## config.mk

```make
export PLATFORM = sky130hd
export DESIGN_NAME = mem_rr_arbiter
export DESIGN_NICKNAME = d
export VERILOG_FILES = /design/src/rtl/mem_rr_arbiter.sv
export SDC_FILE = /design/constraint.sdc
export NUM_CORES = 1
export LEC_CHECK = 0
export ABC_AREA = 1
export BUFFER_PORTS_ARGS = -buffer_cell sky130_fd_sc_hd__buf_2
export CAP_MARGIN = 15
export CORE_MARGIN = 1.5
export CORE_UTILIZATION = 45
export CTS_CLUSTER_SIZE = 30
export DETAILED_ROUTE_END_ITERATION = 10
export HOLD_SLACK_MARGIN = 0.15
export PLACE_DENSITY_LB_ADDON = 0.05
export SLEW_MARGIN = 20
export SYNTH_ARGS = -nofsm -noshare
export SYNTH_HDL_FRONTEND = slang
export SYNTH_SLANG_ARGS = --single-unit
```

## constraint.sdc

```tcl
create_clock -name clk_i -period 1.3 [get_ports clk_i]
set_input_delay 0.13 -clock clk_i [delete_from_list [all_inputs] [get_ports clk_i]]
set_output_delay 0.13 -clock clk_i [all_outputs]
set_load 0.05 [all_outputs]
```

## src/rtl/mem_rr_arbiter.sv

```systemverilog
// Two-requester round-robin front end for a single-port memory.
// Issues one registered access per cycle and routes read data back to the requester that issued the read.
module mem_rr_arbiter #(
  parameter int ADDR_W     = 4,
  parameter int DATA_W     = 16,
  parameter int RD_LATENCY = 1
) (
  input  logic              clk_i,
  input  logic              reset_i,
  input  logic              r0_valid_i,
  output logic              r0_ready_o,
  input  logic              r0_we_i,
  input  logic [ADDR_W-1:0] r0_addr_i,
  input  logic [DATA_W-1:0] r0_wdata_i,
  output logic              r0_rsp_valid_o,
  output logic [DATA_W-1:0] r0_rsp_rdata_o,
  input  logic              r1_valid_i,
  output logic              r1_ready_o,
  input  logic              r1_we_i,
  input  logic [ADDR_W-1:0] r1_addr_i,
  input  logic [DATA_W-1:0] r1_wdata_i,
  output logic              r1_rsp_valid_o,
  output logic [DATA_W-1:0] r1_rsp_rdata_o,
  output logic              mem_rd_en_o,
  output logic              mem_wr_en_o,
  output logic [ADDR_W-1:0] mem_addr_o,
  output logic [DATA_W-1:0] mem_wdata_o,
  input  logic [DATA_W-1:0] mem_rdata_i
);

  logic              ptr_q, ptr_d;
  logic              grant0, grant1, anyGrant;
  logic              selWe;
  logic [ADDR_W-1:0] selAddr;
  logic [DATA_W-1:0] selWdata;

  logic              memRdEn_q, memWrEn_q;
  logic [ADDR_W-1:0] memAddr_q;
  logic [DATA_W-1:0] memWdata_q;

  // Tag stage k describes the read whose controls were on the memory k cycles ago.
  logic [RD_LATENCY:0] tagVld_q, tagId_q;

  logic              r0RspValid_q, r1RspValid_q;
  logic [DATA_W-1:0] r0RspRdata_q, r1RspRdata_q;

  // The pointer only breaks ties; a lone requester always wins.
  always_comb begin
    grant0 = 1'b0;
    grant1 = 1'b0;
    if (!reset_i) begin
      if (r0_valid_i && (!r1_valid_i || !ptr_q)) begin
        grant0 = 1'b1;
      end else if (r1_valid_i) begin
        grant1 = 1'b1;
      end
    end
    anyGrant = grant0 | grant1;
    ptr_d    = ptr_q;
    if (grant0) begin
      ptr_d = 1'b1;
    end else if (grant1) begin
      ptr_d = 1'b0;
    end
    selWe    = grant1 ? r1_we_i    : r0_we_i;
    selAddr  = grant1 ? r1_addr_i  : r0_addr_i;
    selWdata = grant1 ? r1_wdata_i : r0_wdata_i;
  end

  always_ff @(posedge clk_i) begin
    if (reset_i) begin
      ptr_q      <= 1'b0;
      memRdEn_q  <= 1'b0;
      memWrEn_q  <= 1'b0;
      memAddr_q  <= '0;
      memWdata_q <= '0;
      tagVld_q   <= '0;
      tagId_q    <= '0;
    end else begin
      ptr_q     <= ptr_d;
      memRdEn_q <= anyGrant & ~selWe;
      memWrEn_q <= anyGrant & selWe;
      if (anyGrant) begin
        memAddr_q  <= selAddr;
        memWdata_q <= selWdata;
      end
      tagVld_q <= {tagVld_q[RD_LATENCY-1:0], anyGrant & ~selWe};
      tagId_q  <= {tagId_q[RD_LATENCY-1:0], grant1};
    end
  end

  // The oldest tag lines up with the cycle in which mem_rdata carries its data.
  always_ff @(posedge clk_i) begin
    if (reset_i) begin
      r0RspValid_q <= 1'b0;
      r1RspValid_q <= 1'b0;
      r0RspRdata_q <= '0;
      r1RspRdata_q <= '0;
    end else begin
      r0RspValid_q <= tagVld_q[RD_LATENCY] & ~tagId_q[RD_LATENCY];
      r1RspValid_q <= tagVld_q[RD_LATENCY] & tagId_q[RD_LATENCY];
      if (tagVld_q[RD_LATENCY] && !tagId_q[RD_LATENCY]) begin
        r0RspRdata_q <= mem_rdata_i;
      end
      if (tagVld_q[RD_LATENCY] && tagId_q[RD_LATENCY]) begin
        r1RspRdata_q <= mem_rdata_i;
      end
    end
  end

  assign r0_ready_o     = grant0;
  assign r1_ready_o     = grant1;
  assign mem_rd_en_o    = memRdEn_q;
  assign mem_wr_en_o    = memWrEn_q;
  assign mem_addr_o     = memAddr_q;
  assign mem_wdata_o    = memWdata_q;
  assign r0_rsp_valid_o = r0RspValid_q;
  assign r1_rsp_valid_o = r1RspValid_q;
  assign r0_rsp_rdata_o = r0RspRdata_q;
  assign r1_rsp_rdata_o = r1RspRdata_q;

endmodule

```

**Word level (Yosys, flattened, before mapping)**

Index checks and enable logic that the tools add are counted.

- Mux-type cells: 10
- Bitwise operators: 7
- Reduce and logical (&&, ||, !) cells: 8

Operator list:

| cell | number |
|---|---|
| $mux 16 | 1 |
| $mux 1 | 8 |
| $and 1x1->1 | 4 |
| $mux 4 | 1 |
| $logic_and 1x1->1 | 3 |
| $logic_not 1->1 | 3 |
| $not 1->1 | 2 |
| $reduce_bool 2->1 | 1 |
| $logic_or 1x1->1 | 1 |
| $or 1x1->1 | 1 |

- Flip-flop bits (word level): 61
- Input port bits: 62
- Output and inout bits: 58
- Word-level logic and storage cells: 36

**Longest topological paths before layout**

- Word-level depth: 8
- Gate-level depth with buffers: 8
- Gate-level depth less buffers: 7

**Worst setup path after synthesis**

No wires, ideal clock.

- Path type: register -> register
- Start point: register ptr_q
- End point: register tagVld_q[0]
- Library setup time: 0.112 ns
- Data arrival time: 1.077 ns
- Required time: 1.188 ns
- Setup slack: 0.112 ns
- Stages on the path, launching flop included: 8
- Path buffers: 0
- Clock period less this slack: 1.188 ns
- Cells stage by stage: dfxtp_1 -> inv_1 -> nand2_1 -> nand2_2 -> inv_1 -> nand2_1 -> nand2_1 -> nor2_1

- Word-level cells in the longest chain between the ends: 8
- Elaborated cells between the ends (all ways): 11
- Those cells by class: 5 x mux; 3 x bitwise; 3 x reduce/logical

Ends and longest elaborated chain:

| item | line | text |
|---|---|---|
| start: declaration | 31 | `logic ptr_q, ptr_d;` |
| start signal: assignment | 80 | `ptr_q <= ptr_d;` |
| $logic_not 1->1 (*) | 52 | `if (r0_valid_i && (!r1_valid_i \|\| !ptr_q)) begin` |
| $logic_or 1x1->1 (*) | 52 |  |
| $logic_and 1x1->1 (*) | 52 |  |
| $mux 1 (*) | 52 |  |
| $mux 1 (*) | 51 | `if (!reset_i) begin` |
| named net r1_ready_o | 18 | `output logic r1_ready_o,` |
| $mux 1 | 65 | `selWe = grant1 ? r1_we_i : r0_we_i;` |
| $not 1->1 | 87 | `tagVld_q <= {tagVld_q[RD_LATENCY-1:0], anyGrant & ~selWe};` |
| $and 1x1->1 (*) | 87 |  |
| end signal: assignment | 87 |  |
| end: declaration | 42 | `logic [RD_LATENCY:0] tagVld_q, tagId_q;` |

The timed path passes the listed nets; every way through them passes the cells marked *.
A chain may end at the register's enable or synchronous reset.

**Worst setup path in the final report**

- Start point: register ptr_q
- End point: output r1_ready_o

- Word-level cells in the longest chain between the ends: 5

Ends and longest elaborated chain:

| item | line |
|---|---|
| $logic_not 1->1 | 52 |
| $logic_or 1x1->1 | 52 |
| $logic_and 1x1->1 | 52 |
| $mux 1 | 52 |
| $mux 1 | 51 |
| end: declaration | 18 |

Every way passes these cells.

==> results.toml <==
[final_layout]
stdcell_area_um2 = 3994
nFillCells = 388
drive_gt1_share_pct = 30.58
final_cells = 590
antenna_cells = 0
final_nets = 577
area_growth_pct = 62.53

[worst_setup_path]
worstSetupPathType = "flop to output port"
slowest_delay_ps = 340
endpoint_kind = "output port"
crit_chain = "inv_1 -> nand2_2 -> nand2_4 -> inv_1 -> buf_6"
worstPathArrival_ps = 1100
critPathLaunchType = "flop"
path_common_cell = "inv_1"
reg2regPathDepth = 6
slowest_stage = "dfxtp_2"
worstPathMaxFanout = 3
required_ps = 1170

[floorplan]
num_rows = 26
start_util_pct = 47.51
die_x_um = 76.90
dieArea_um2 = 5913
io_pins = 120
die_height_um = 76.90
core_area_um2 = 5172

[yosys]
synth.avg_cell_area_um2 = 7.357
synth_top_cell_by_area = "dfxtp_1"
ys_seq_area_share_pct = 48.88
synth_area_um2 = 2457
syn_nets = 396
yosysUniqueCellTypes = 17
ys_ff_latch = 60
yosys-top-cells-area = "dfxtp_1 (49%), nor2_1 (11%), nand3_1 (8.1%)"
syn_inst = 334
synth_top_area_share_pct = 48.88
ys_warn_count = 0

[clock_network]
clk-insertion-delay-late_ps = 340
clock_tree.buffer_depth = 2
numCtsBuffers = 9
cts_root_buffer = "clkbuf_8"
cts_tree = "done"
clk_pin_slew_ps = 70
numClockSinks = 60
cts-htree-levels = 3

[drt]
wl_mm = 7.518
firstDrtPassIters = 4
wl_met2_mm = 3.763
drt-vias-per-instance = 4.744
dr_total_vias = 2799
postRouteAntennaNets = 0
wl_met1_mm = 3.073
drc = 0
drt_iter0_drc = 107
top_layer = "met4"
wl_per_cell_um = 12.74
wl_met3_um = 518

[global_route]
grt_pass1_vias = 2624
grt_max_degree = 26
grt_usage_pct = 25.60
antenna_found_initial = 0
gr-total-overflow = 0
grt_pass1_wl_mm = 11.97

[timing]
fmax_mhz = 815.3
fin_hold_ws_ps = 155.5
layout_min_cycle_time_ps = 1227
hold_viol = 0
worst_slack_ps = 73.41
setup_viol = 0
tightest_slew_ps = 286.3
finalCritPeriodShare_pct = 94.35
slew_headroom_pct = 80.88
skew_ps = 7.749
drv_slew = 0

[placement]
dpl.hpwl_mm = 4.097
dpl.cell_count = 513
pre_cts_ws_ps = 149.3
postPlaceCellArea_um2 = 3098
portBuffers = 119
gp_congestion = 0.7699

[hold_path]
holdCritPathClass = "input pin to flop"
hold_depth = 4

[pwr]
cellLeakagePower_uw = 0.002106
power_uw = 5378
p_per_area_nw_per_um2 = 1347
ir_worst_vdd_mv = 0.7994

[status]
outcome = "finished clean"

[flow_run]
drv_cap = 0
## synth_stat cells
cell type and n:
a21oi_1 1, nand3b_1 14, buf_6 2, nand2_2 3, buf_2 13, dfxtp_1 60, buf_4 2, nand3_2 1
o21ai_0 33, inv_1 32, a31oi_1 6, nor2_4 2, clkbuf_1 2, nand3_1 40, nor2_1 70, nand2_1 46
inv_2 7
## critical path: cells and delay by family (launching register included)
kind                   cells  cell delay (ps)
buffers and inverters      3              300
flip-flops                 1              340
AND/OR/NAND/NOR            2              130
## final cells by class
class                           count  area [µm²]  area share (%)
Tap cell                           70       87.58           2.193
Multi-Input combinational cell    216        1007           25.22
Timing Repair Buffer              189        1284           32.14
Clock buffer                       10       127.6           3.195
Sequential cell                    60        1202           30.11
Inverter                           39       148.9           3.728
Clock inverter                      6       136.4           3.415
## cells in the final DEF, fill, tap and decap left out, drive strengths merged
master	count
buf	129
nor2	72
dlygate4sd3	60
dfxtp	60
nand2	49
nand3	41
inv	39
o21ai	33
nand3b	14
clkbuf	10
a31oi	6
bufinv	4
a21oi	1
clkinv	1
clkinvlp	1
## flip-flops by register name (all words and copies together) (netlist names), 2 cells and up
register,count
mem_wdata_o,16
r0_rsp_rdata_o,16
r1_rsp_rdata_o,16
mem_addr_o,4
tagId_q,2
tagVld_q,2
## path summary, 6_finish.rpt
| path | start | end | slack [ps] |
|---|---|---|---|
| worst min-delay path | r1_valid_i | ptr_q | 160 |
| worst min register to register | tagId_q[0] | tagId_q[1] | 420 |
| worst max-delay path | ptr_q | r1_ready_o | 70 |
| worst max register to register | ptr_q | mem_wdata_o[5] | 80 |
## layer usage
| metal | up-vias | global-route usage [%] |
|---|---|---|
| met4 | 0 | 11.67 |
| met1 | 1243 | 28.76 |
| met2 | 119 | 43.54 |
| met3 | 21 | 8.690 |
| met5 | - | 0 |
| li1 | 1416 | - |
## kinds of logic (layout without fill, tap and decap cells)
family,Yosys count,after routing,synth area share (%)
AOI/OAI and AO/OA,40,40,8.452
buffers and inverters,58,244,10.44
DFF,60,60,48.88
and+or+nand+nor,176,176,32.23
## stage by stage
step | setup TNS [ps] | util [%]
final | 0 | 77.21
after global routing | -0.5411 | 77.21
after CTS | 0 | 77.02
after detailed placement | 0 | 59.89
after global placement | 0 | 59.89
after floorplan | 0 | -
## where the power goes
part,internal [µW],total [µW],switching (µW)
Sequential,1960,2020,59.9
Clock,1470,2240,773
Combinational,386,1120,732
## repair_timing
action | in CTS | in global routing
pin swaps | 1 | 0
setup buffers | 1 | 0
hold buffers | 60 | 0
hold endpoints to repair | 57 | 0
setup endpoints to repair | 2 | 8
gates resized for setup | 4 | 5
(Power assumes the default switching activity.)
